--- src/rtl/fetch_sequencer.sv ---
// rtl/fetch_sequencer.sv - instruction-fetch PC sequencer with one-entry decode buffer and redirect kill.
// Optional FETCH_PERF_CNT_EN adds stall_cnt_o, a saturating count of memory-wait and decode-stall cycles.
module fetch_sequencer #(
    parameter int                      ARCHITECTURE = 32,
    parameter logic [ARCHITECTURE-1:0] RESET_VECTOR = 32'h00000000,
    parameter logic [ARCHITECTURE-1:0] PC_INC       = 32'h00000004
) (
    input  logic                    clk_i,
    input  logic                    rst_i,
    input  logic                    run_i,
    input  logic                    stall_i,
    input  logic                    redirect_valid_i,
    input  logic [ARCHITECTURE-1:0] redirect_pc_i,
    output logic                    imem_req_o,
    output logic [ARCHITECTURE-1:0] imem_addr_o,
    input  logic                    imem_ack_i,
    input  logic [31:0]             imem_rdata_i,
    output logic                    instr_valid_o,
    output logic [31:0]             instr_o,
    output logic [ARCHITECTURE-1:0] instr_pc_o,
    output logic [ARCHITECTURE-1:0] pc_o,
    output logic                    busy_o
`ifdef FETCH_PERF_CNT_EN
    ,
    output logic [31:0]             stall_cnt_o
`endif
);

    localparam logic [1:0] IDLE    = 2'd0;
    localparam logic [1:0] FETCH   = 2'd1;
    localparam logic [1:0] DELIVER = 2'd2;

    logic [1:0]              state_q, state_d;
    logic [ARCHITECTURE-1:0] pc_q, pc_d;
    logic [31:0]             instr_q, instr_d;
    logic [ARCHITECTURE-1:0] instr_pc_q, instr_pc_d;
    logic                    instr_valid_q, instr_valid_d;
    logic                    kill_q, kill_d;
    logic [ARCHITECTURE-1:0] pending_pc_q, pending_pc_d;

    logic [1:0] resume_state;
    assign resume_state = run_i ? FETCH : IDLE;

    always_comb begin
        state_d       = state_q;
        pc_d          = pc_q;
        instr_d       = instr_q;
        instr_pc_d    = instr_pc_q;
        instr_valid_d = instr_valid_q;
        kill_d        = kill_q;
        pending_pc_d  = pending_pc_q;
        case (state_q)
            IDLE: begin
                if (redirect_valid_i) begin
                    pc_d = redirect_pc_i;
                end
                if (run_i) begin
                    state_d = FETCH;
                end
            end
            FETCH: begin
                // The request is never withdrawn; a redirect without ack is parked until the ack drains it.
                if (imem_ack_i) begin
                    if (redirect_valid_i) begin
                        pc_d    = redirect_pc_i;
                        kill_d  = 1'b0;
                        state_d = resume_state;
                    end else if (kill_q) begin
                        pc_d    = pending_pc_q;
                        kill_d  = 1'b0;
                        state_d = resume_state;
                    end else begin
                        instr_d       = imem_rdata_i;
                        instr_pc_d    = pc_q;
                        instr_valid_d = 1'b1;
                        pc_d          = pc_q + PC_INC;
                        state_d       = DELIVER;
                    end
                end else if (redirect_valid_i) begin
                    kill_d       = 1'b1;
                    pending_pc_d = redirect_pc_i;
                end
            end
            DELIVER: begin
                if (redirect_valid_i) begin
                    instr_valid_d = 1'b0;
                    pc_d          = redirect_pc_i;
                    state_d       = resume_state;
                end else if (!stall_i) begin
                    instr_valid_d = 1'b0;
                    state_d       = resume_state;
                end
            end
            default: begin
                state_d       = IDLE;
                instr_valid_d = 1'b0;
            end
        endcase
    end

    always_ff @(posedge clk_i or posedge rst_i) begin
        if (rst_i) begin
            state_q       <= IDLE;
            pc_q          <= RESET_VECTOR;
            instr_q       <= '0;
            instr_pc_q    <= '0;
            instr_valid_q <= 1'b0;
            kill_q        <= 1'b0;
            pending_pc_q  <= '0;
        end else begin
            state_q       <= state_d;
            pc_q          <= pc_d;
            instr_q       <= instr_d;
            instr_pc_q    <= instr_pc_d;
            instr_valid_q <= instr_valid_d;
            kill_q        <= kill_d;
            pending_pc_q  <= pending_pc_d;
        end
    end

`ifdef FETCH_PERF_CNT_EN
    logic [31:0] stall_cnt_q, stall_cnt_d;

    always_comb begin
        stall_cnt_d = stall_cnt_q;
        if (((state_q == FETCH && !imem_ack_i) || (state_q == DELIVER && stall_i))
            && stall_cnt_q != 32'hFFFFFFFF) begin
            stall_cnt_d = stall_cnt_q + 32'd1;
        end
    end

    always_ff @(posedge clk_i or posedge rst_i) begin
        if (rst_i) begin
            stall_cnt_q <= '0;
        end else begin
            stall_cnt_q <= stall_cnt_d;
        end
    end

    assign stall_cnt_o = stall_cnt_q;
`endif

    assign imem_req_o    = (state_q == FETCH);
    assign imem_addr_o   = pc_q;
    assign pc_o          = pc_q;
    assign instr_valid_o = instr_valid_q;
    assign instr_o       = instr_q;
    assign instr_pc_o    = instr_pc_q;
    assign busy_o        = (state_q != IDLE);

endmodule

--- config.mk ---
export PLATFORM = sky130hd
export DESIGN_NAME = fetch_sequencer
export DESIGN_NICKNAME = d
export VERILOG_FILES = /design/src/rtl/fetch_sequencer.sv
export SDC_FILE = /design/constraint.sdc
export NUM_CORES = 1
export LEC_CHECK = 0
export CAP_MARGIN = 30
export CELL_PAD_IN_SITES_DETAIL_PLACEMENT = 1
export CELL_PAD_IN_SITES_GLOBAL_PLACEMENT = 2
export CORE_AREA = 2 2 138 140
export DETAILED_ROUTE_END_ITERATION = 10
export DIE_AREA = 0 0 140 142
export DONT_BUFFER_PORTS = 1
export GPL_ROUTABILITY_DRIVEN = 0
export GPL_TIMING_DRIVEN = 0
export PLACE_DENSITY = 0.71
export SYNTH_ARGS = -nofsm -noshare
export SYNTH_HDL_FRONTEND = slang
export SYNTH_SLANG_ARGS = --single-unit
--- constraint.sdc ---
create_clock -name clk_i -period 5.6 [get_ports clk_i]
set_clock_uncertainty 0.15 [all_clocks]
set_input_delay 0.84 -clock clk_i [delete_from_list [all_inputs] [get_ports clk_i]]
set_output_delay 0.84 -clock clk_i [all_outputs]
set_load 0.005 [all_outputs]
==> results of run 1 <==
## cells by family after synthesis
family / count (synthesis) / synth area share, %
buf+inv: 75 / 7.21
flops: 132 / 52.0
compound gates: 116 / 11.6
fa+ha+maj: 1 / 0.197
simple gates: 109 / 8.87
mux: 97 / 17.1
xor+xnor: 21 / 2.90
## worst reg2reg max path, stage by stage, from the launching register on
cell	delay (ns)
dfrtp_1	0.57
ha_1	0.28
and3_2	0.28
nand3_1	0.28
or4_4	0.52
a2bb2oi_1	0.16
o22a_1	0.18
## power by group through the flow
stage / combinational, mW / clock, mW / sequential [mW]
2_1_floorplan: 0.797 / 0 / 1.66
3_3_place_gp: 0.929 / 0 / 1.79
3_5_place_dp: 0.970 / 0 / 1.81
4_1_cts: 0.971 / 1.08 / 1.80
5_1_grt: 1.06 / 1.11 / 1.85
6_report: 0.953 / 1.05 / 1.79
## metrics by stage
step	std cells	total power [mW]
2_1_floorplan	551	2.46
3_3_place_gp	785	2.72
3_5_place_dp	786	2.78
4_1_cts	815	3.84
5_1_grt	815	4.02
6_report	815	3.79
## sequential cells by signal (all words and copies together), names as in the netlist
name           flops
imem_addr_o       32
kill_q             1
instr_valid_o      1
instr_pc_o        32
pending_pc_q      32
state_q            2
instr_o           32
## routing by layer
layer	global-route usage, %	vias to the layer above	wire length [um]
li1	-	2000	-
met1	22.4	2257	7390
met2	30.9	186	8840
met3	5.72	15	1410
met4	5.79	0	209
met5	0	-	0
## cell usage after synthesis (all sizes together), types with 2 or more instances
library cell	count	area, sq um
mux2	93	1050
nor2b	3	18.8
dfrtp	132	3300
a22oi	2	15.0
nand2	28	105
mux2i	4	40.0
or2	2	12.5
o21ai	33	165
o31ai	5	37.5
nor4	4	25.0
buf	51	337
a31oi	4	25.0
clkbuf	17	95.1
and4	5	46.3
nand2b	3	18.8
o22a	2	17.5
and3	2	13.8
inv	7	26.3
a21oi	38	190
nand3	14	70.1
a32o	13	130
o21a	2	15.0
o211ai	2	15.0
nand4	9	68.8
nor3	12	60.1
nor2	22	82.6
a32oi	10	87.6
xnor2	16	140
xor2	5	43.8
and2	2	13.8
## final cells by class
cell class,instances,area share [%]
timing repair buffer,1,0.381
multi-input combinational,344,35.8
tap,234,4.05
buffer,68,5.98
clock inverter,9,1.14
clock buffer,20,6.46
inverter,7,0.433
sequential,132,45.7
## path summary, 6_finish.rpt
path | from | slack, ns | end
worst max-delay path | imem_addr_o[2] | 3.07 | imem_addr_o[28]
worst min register to register | pending_pc_q[17] | 0.34 | pending_pc_q[17]
worst max register to register | imem_addr_o[2] | 3.07 | imem_addr_o[28]
min in group clk_i | pending_pc_q[17] | 0.34 | pending_pc_q[17]
max in group asynchronous | rst_i | 4.33 | imem_addr_o[10]
worst min-delay path | rst_i | 0.14 | instr_o[22]
## placed cells by master (no fill, tap or decap), types with 3 or more instances in the layout
cell type	n
buf_2	14
buf_1	3
mux2_1	3
nor3_1	12
and4_1	3
nand4_1	7
a32o_1	13
buf_4	34
clkinv_2	3
mux2_2	90
nor4_1	4
inv_1	6
xnor2_1	16
o31ai_1	5
clkinvlp_4	5
a32oi_1	10
nand2b_1	3
dfrtp_1	132
nor2_1	22
mux2i_1	4
nand3_1	14
a31oi_1	4
nor2b_1	3
xor2_1	5
clkbuf_1	13
clkbuf_16	17
a21oi_1	38
nand2_1	28
clkbuf_8	6
o21ai_0	31
==> qor.yml, run 1 <==
placed_design:
  place_worst_setup_slack_ns: 2.71
  place_area_sq_um: 6670
  hpwl_um: 12800
  port_buffers: 0
timing:
  tns_ns: 0
  setup_violations: 0
  drv_slew: 0
  timing.hold.ws_ns: 0.143
  slew_headroom_pct: 51.8
  tightest_slew_ns: 0.723
  period_needed_ns: 2.53
  rsz0062_at_grt: "false"
  hold_violations: 0
  timing.fmax_mhz: 396
  setup_ws_ns: 3.07
  finalCritPeriodShare_pct: 45.1
run_status:
  status: "complete, but fails checks"
  violations: "DRC"
final_layout:
  multi_input_area_sq_um: 2590
  fin_util_pct: 39.1
  seq_area_sq_um: 3300
  syn_to_final_growth_pct: 13.8
  num_antenna_cells: 0
  drive_gt1_share_pct: 31.3
  fin_area_sq_um: 7220
  final_nets: 642
  filler_cell_count: 1965
power_and_ir_drop:
  power_frac_comb_pct: 25.2
  power_density_nw_per_um2: 524
  pwr-share-seq_pct: 47.2
  p_leak_nw: 2.99
  power.internal_mw: 2.52
  swShare_pct: 33.3
  ir_worst_vdd_mv: 0.238
  power.switching_mw: 1.26
  p_clk_share_pct: 27.6
floorplanning:
  dieHeight_um: 142
  ioPinCount: 201
  initial_core_util_pct: 34.4
  die_x_um: 140
  row_count: 50
  core_sq_um: 18500
  die_area_sq_um: 19900
setup_path:
  cp-end-kind: "flip-flop"
  path_class: "flip-flop to flip-flop"
  cp_top_family: "simple AND/OR/NAND/NOR gates"
  worstPathCellList: "ha_1 -> and3_2 -> nand3_1 -> or4_4 -> a2bb2oi_1 -> o22a_1"
  max_stage_delay_ns: 0.57
  r2r_cells: 6
  crit_buf_inv: 0
  required_ns: 5.75
  worst-path-max-fanout: 10
  crit_cells: 6
  cp_slowest_cell: "dfrtp_1"
  crit_arrival_ns: 2.68
  critPathLaunchType: "flip-flop"
synthesis:
  yosys_warnings: 0
  yosysUniqueCellTypes: 50
  synth_edf_count: 0
  synthCells: 551
  ys_seq_elements: 132
  yosysSeqAreaShare_pct: 52.0
  syn_area_sq_um: 6350
  synth_nets: 622
  async_flop_share_pct: 100
  dominantRegCellSynth: "dfrtp_1"
  avgSynthCellArea_sq_um: 11.5
detailed_routing:
  vias: 4458
  post_drt_wl_per_cell_um: 21.9
  routed_wl_um: 17800
  drt-vias-per-instance: 5.47
  dr.pass1.iters: 8
  remaining_drc_errors: 12
  antenna_left: 0
  drt_iter0_drc: 177
global_route:
  grt_max_degree: 90
  antenna_found_initial: 0
  grt_pass1_vias: 4837
  grt_usage_pct: 18.3
  grt_pass1_wl_um: 27700
  gr-total-overflow: 0
cts:
  ctsResizeCount: 0
  cts_root_buf: "clkbuf_16"
  insertion_delay_ns: 0.42
  cts_setup_buffers: 0
  numCtsBuffers: 17
  htree_levels: 4
  cts_hold_buf: 0
  cts_tree: "done"
  path_clk_slew_ns: 0.06
  cts_buffer_depth: 2
  clock_sinks: 132
min_path:
  hold_path.class: "primary input to asynchronous set/reset pin"
run:
  max_cap_violations: 0
No activity file was read; power rests on OpenSTA's default activity.
==> run 2, diff against run 1 <==
clock period = 2.4 ns   (was 5.6 ns; I/O delays follow)
==> run 2 against run 1 <==
Effect of this change: die area unchanged; the flow still finishes with violations (DRC); maximum frequency up 8.9%; first-iteration DRC count increased by 16%; cell area rose by 12%; highest routed layer unchanged; via count up 7.2%.
==> qor.yml, run 2 (synthesis results as in run 1) <==
timing:
  rsz0062_at_grt: "true"
  period_needed_ns: 2.32  # -0.207 ns
  finalCritPeriodShare_pct: 96.7  # +52 points
  slew_headroom_pct: 53.0  # +1.2 points
  setup_violations: 0  # unchanged
  setup_ws_ns: 0.0787  # -2.99 ns
  drv_slew: 0  # unchanged
  hold_violations: 0  # unchanged
  tightest_slew_ns: 0.704  # -0.0181 ns
  timing.fmax_mhz: 431  # +8.9%
run_status:
  status: "complete, but fails checks"
  violations: "DRC"
detailed_routing:
  remaining_drc_errors: 8  # -4
  drt_iter0_drc: 206  # +16%
  drt-vias-per-instance: 5.38  # -1.7%
  detailroute.wirelength.met3_um: 1320  # -7.0%
  antenna_left: 0  # unchanged
  dr.pass1.iters: 7  # -1
  routed_wl_um: 19200  # +7.7%
  post_drt_wl_per_cell_um: 21.7  # -1.1%
  vias: 4777  # +7.2%
  wl_met1_um: 7830  # +6.0%
  highest_layer: "met4"
  wl_met2_um: 9860  # +12%
setup_path:
  worstPathCellList: "and4_1 -> buf_2 -> nand4_2 -> or4_4 -> a2bb2oi_1 -> o22a_1"
  cp_slowest_cell: "dfrtp_1"
  crit_arrival_ns: 2.49  # -0.19 ns
  path_class: "flip-flop to flip-flop"
  required_ns: 2.57  # -3.18 ns
  worst-path-max-fanout: 9  # -1
  critPathLaunchType: "flip-flop"
  max_stage_delay_ns: 0.56  # about the same
  cp-end-kind: "flip-flop"
placed_design:
  place_worst_setup_slack_ns: -0.0935  # -2.80 ns
  hpwl_um: 13400  # +4.2%
  place_inst: 789  # +0.38%
  place_area_sq_um: 6720  # +0.77%
  port_buffers: 0  # unchanged
floorplanning:
  ioPinCount: 201  # unchanged
  initial_core_util_pct: 34.4  # unchanged
  core_sq_um: 18500  # unchanged
  row_count: 50  # unchanged
  die_area_sq_um: 19900  # unchanged
  die_x_um: 140  # unchanged
  dieHeight_um: 142  # unchanged
cts:
  insertion_delay_ns: 0.43  # about the same
  cts_root_buf: "clkbuf_16"
  htree_levels: 4  # unchanged
  cts_buffer_depth: 2  # unchanged
  cts_setup_buffers: 0  # unchanged
  numCtsBuffers: 17  # unchanged
  path_clk_slew_ns: 0.06  # about the same
  cts_tree: "done"
  clock_sinks: 132  # unchanged
final_layout:
  final_common_cell: "dfrtp_1"
  filler_cell_count: 1971  # +0.31%
  syn_to_final_growth_pct: 26.9
  fin_util_pct: 43.6  # +4.5 points
  fin_area_sq_um: 8060  # +12%
  final_nets: 712  # +11%
  final_cells: 888  # +9.0%
  num_antenna_cells: 0  # unchanged
  final_cell_mix: "dfrtp_1, mux2_2, dlygate4sd3_1"
  drive_gt1_share_pct: 30.4  # -0.90 points
power_and_ir_drop:
  swShare_pct: 33.0  # -0.32 points
  p_clk_share_pct: 29.7  # +2.1 points
  pwr-share-seq_pct: 45.0  # -2.2 points
  p_leak_nw: 3.35  # +12%
  ir_worst_vdd_mv: 0.607  # +150%
  power.internal_mw: 6.23  # +150%
  power_frac_comb_pct: 25.3  # about the same
  power.switching_mw: 3.07  # +140%
  power_density_nw_per_um2: 1150  # +120%
global_route:
  grt_max_degree: 32  # -64%
  grt_usage_pct: 19.7  # +1.4 points
  grt_pass1_vias: 5248  # +8.5%
  antenna_found_initial: 0  # unchanged
  grt_pass1_wl_um: 30000  # +8.2%
  gr-total-overflow: 0  # unchanged
min_path:
  hold_path.class: "primary input to flip-flop"
run:
  max_cap_violations: 0  # unchanged
[run 2: cell types whose count changed in the layout (fill, tap and decap cells not counted), sizes merged]
cell / previous run / this run
clkinvlp: 5 / 3
clkbuf: 37 / 35
buf: 52 / 55
bufinv: 1 / 4
inv: 7 / 6
clkinv: 3 / 8
dlygate4sd3: 0 / 67
[run 2: metal layers]
layer / global-route usage (%) / vias to the layer above
li1: - / 2149
met1: 23.7 / 2440
met2: 34.8 / 174
met3: 5.15 / 14
met4: 5.69 / 0
met5: 0 / -
[run 2: per-stage QoR]
step | hold slack [ns] | TNS (ns) | power [mW]
after floorplan | 0.298 | 0 | 5.73
after global placement | 0.313 | -73.07 | 6.34
after detailed placement | 0.150 | -0.583 | 6.51
after CTS | 0.00822 | 0 | 9.40
after global routing | 0.0194 | -0.0544 | 9.85
final | 0.0240 | 0 | 9.30
[run 2: worst paths after layout]
check,startpoint,endpoint,slack (ns),cells after the start
max,imem_addr_o[11],imem_addr_o[28],0.08,6
min in group asynchronous,rst_i,instr_o[22],0.32,2
max reg2reg,imem_addr_o[11],imem_addr_o[28],0.08,6
min reg2reg,pending_pc_q[2],pending_pc_q[2],0.34,1
min,redirect_pc_i[14],imem_addr_o[14],0.02,2
max in group asynchronous,rst_i,pending_pc_q[23],1.02,4
[run 2: critical path, delay by kind of cell, from the launching register on]
kind | cells | cell delay (ns)
AOI/OAI and AO/OA | 2 | 0.33
DFF | 1 | 0.56
and+or+nand+nor | 3 | 0.99
buffers and inverters | 1 | 0.17
[run 2: timing repair]
action	CTS	global route
endpoints found under the setup margin	47	26
resized for setup	4	11
endpoints found under the hold margin	99	0
hold buffers	67	0
[run 2: cell type report]
cell class                 instances  area, sq um  share of cell area [%]
sequential                       132         3310                    41.0
multi-input combinational        344         2620                    32.6
timing repair buffer              71          751                    9.32
buffer                            68          437                    5.42
clock buffer                      18          429                    5.33
tap                              234          293                    3.63
clock inverter                    14          186                    2.31
inverter                           7         30.0                   0.373
[run 2: power groups by stage]
stage / Sequential (mW) / Clock (mW) / Combinational [mW]
detailed placement: 4.23 / 0 / 2.28
floorplan: 3.87 / 0 / 1.86
global route: 4.34 / 2.90 / 2.61
CTS: 4.20 / 2.82 / 2.39
finish: 4.19 / 2.76 / 2.36
global placement: 4.17 / 0 / 2.17
==> run 3, diff against run 2 <==
SETUP_SLACK_MARGIN = 0.2   (was default)
==> run 3 against run 2 <==
Effect of this change: the run still ends with DRC left; clock power about the same; core utilization up 0.94 points; sequential cell count unchanged; critical path type unchanged; largest cell class unchanged; largest power group unchanged; highest routed layer unchanged.
==> qor.yml, run 3 (synthesis results as in run 1) <==
timing:
  tns_ns: 0  # unchanged
  hold_violations: 0  # unchanged
  rsz0062_at_grt: "true"
  setup_violations: 0  # unchanged
  slew_headroom_pct: 53.2  # +0.15 points
  period_needed_ns: 2.16  # -0.159 ns
  tightest_slew_ns: 0.702  # -0.00231 ns
  timing.fmax_mhz: 463  # +7.4%
  drv_slew: 0  # unchanged
  timing.hold.ws_ns: 0.0252  # +0.00122 ns
  finalCritPeriodShare_pct: 90.1  # -6.6 points
  setup_ws_ns: 0.238  # +0.159 ns
floorplanning:
  core_sq_um: 18500  # unchanged
  die_area_sq_um: 19900  # unchanged
  die_x_um: 140  # unchanged
  initial_core_util_pct: 34.4  # unchanged
  ioPinCount: 201  # unchanged
  dieHeight_um: 142  # unchanged
  row_count: 50  # unchanged
detailed_routing:
  antenna_left: 0  # unchanged
  drt-vias-per-instance: 5.37  # -0.14%
  post_drt_wl_per_cell_um: 21.8  # +0.50%
  dr.pass1.iters: 7  # unchanged
  remaining_drc_errors: 8  # unchanged
  routed_wl_um: 19500  # +1.3%
  vias: 4808  # +0.65%
  drt_iter0_drc: 239  # +16%
global_route:
  grt_pass1_wl_um: 30000  # +0.12%
  gr-total-overflow: 0  # unchanged
  grt_max_degree: 32  # unchanged
  antenna_found_initial: 0  # unchanged
  grt_pass1_vias: 5265  # +0.32%
  grt_usage_pct: 19.7  # +0.022 points
placed_design:
  place_inst: 789  # unchanged
  port_buffers: 0  # unchanged
  hpwl_um: 13400  # unchanged
  place_worst_setup_slack_ns: -0.0935  # unchanged
cts:
  path_clk_slew_ns: 0.06  # about the same
  insertion_delay_ns: 0.43  # about the same
  cts_tree: "done"
  htree_levels: 4  # unchanged
  numCtsBuffers: 17  # unchanged
  cts_buffer_depth: 2  # unchanged
  cts_root_buf: "clkbuf_16"
  clock_sinks: 132  # unchanged
run_status:
  status: "complete, but fails checks"
  violations: "DRC"
setup_path:
  path_class: "flip-flop to flip-flop"
  worst-path-max-fanout: 8  # -1
  cp_slowest_cell: "or4_4"
  max_stage_delay_ns: 0.59  # +0.03 ns
  required_ns: 2.56  # about the same
  cp-end-kind: "flip-flop"
  worstPathCellList: "and4_4 -> nand4_4 -> or4_4 -> a2bb2oi_2 -> o22a_1"
  crit_arrival_ns: 2.33  # -0.16 ns
  critPathLaunchType: "flip-flop"
final_layout:
  final_cells: 895  # +0.79%
  final_nets: 719  # +0.98%
  multi_input_area_sq_um: 2710  # +3.1%
  drive_gt1_share_pct: 34.0  # +3.6 points
  filler_cell_count: 1940  # -1.6%
  syn_to_final_growth_pct: 29.6
  seq_area_sq_um: 3320  # +0.30%
  num_antenna_cells: 0  # unchanged
  final_cell_mix: "dfrtp_1, mux2_2, dlygate4sd3_1"
  final_common_cell: "dfrtp_1"
power_and_ir_drop:
  ir_worst_vdd_mv: 0.616  # +1.4%
  p_leak_nw: 3.39  # +1.1%
  power_density_nw_per_um2: 1140  # -0.91%
min_path:
  hold_path.class: "primary input to flip-flop"
run:
  max_cap_violations: 0  # unchanged
-- run 3: critical path: cells and delay by family, from the launching register on --
kind | cells | cell delay (ns)
AOI/OAI and AO/OA | 2 | 0.30
DFF | 1 | 0.53
and+or+nand+nor | 3 | 1.07
-- run 3: power by group --
part	internal (mW)	switching, mW	total [mW]
logic	1.37	1.07	2.44
registers	3.19	1.02	4.21
clock network	1.73	1.03	2.76
-- run 3: path summary, 6_finish.rpt --
check	to	start	slack, ns	cells after the start
worst max-delay path	imem_addr_o[28]	imem_addr_o[8]	0.24	5
worst min-delay path	imem_addr_o[11]	redirect_pc_i[11]	0.03	2
worst max register to register	imem_addr_o[28]	imem_addr_o[8]	0.24	5
worst min register to register	pending_pc_q[2]	pending_pc_q[2]	0.34	1
max in group asynchronous	imem_addr_o[12]	rst_i	1.01	4
min in group asynchronous	instr_o[22]	rst_i	0.32	2
-- run 3: through the flow --
| stage | utilization (%) | power [mW] | area, sq um |
|---|---|---|---|
| 3_5_place_dp | 36.4 | 6.51 | 6720 |
| 3_3_place_gp | 36.0 | 6.34 | 6640 |
| 4_1_cts | 43.7 | 9.42 | 8060 |
| 6_report | 44.6 | 9.42 | 8230 |
| 2_1_floorplan | - | 5.73 | 6350 |
| 5_1_grt | 44.6 | 9.97 | 8230 |
-- run 3: area by class of cell --
| class | count | share of cell area, % |
|---|---|---|
| multi-input combinational | 344 | 32.9 |
| tap | 234 | 3.56 |
| timing repair buffer | 78 | 9.73 |
| clock buffer | 18 | 5.22 |
| buffer | 68 | 5.70 |
| sequential | 132 | 40.3 |
| inverter | 7 | 0.365 |
| clock inverter | 14 | 2.27 |
-- run 3: repair_timing --
| item | 4_1_cts | 5_1_grt |
|---|---|---|
| gates cloned | 0 | 0 |
| gates resized for setup | 16 | 41 |
| pin swaps | 0 | 3 |
| hold buffers | 67 | 0 |
| buffers inserted | 0 | 7 |
| endpoints found under the setup margin | 90 | 74 |
| endpoints found under the hold margin | 99 | 0 |
-- run 3: routing by layer --
| metal | global-route usage, % | up-vias | routed length (um) |
|---|---|---|---|
| li1 | - | 2158 | - |
| met1 | 23.7 | 2471 | 7950 |
| met2 | 34.9 | 167 | 10100 |
| met3 | 5.15 | 12 | 1250 |
| met4 | 5.69 | 0 | 193 |
| met5 | 0 | - | 0 |
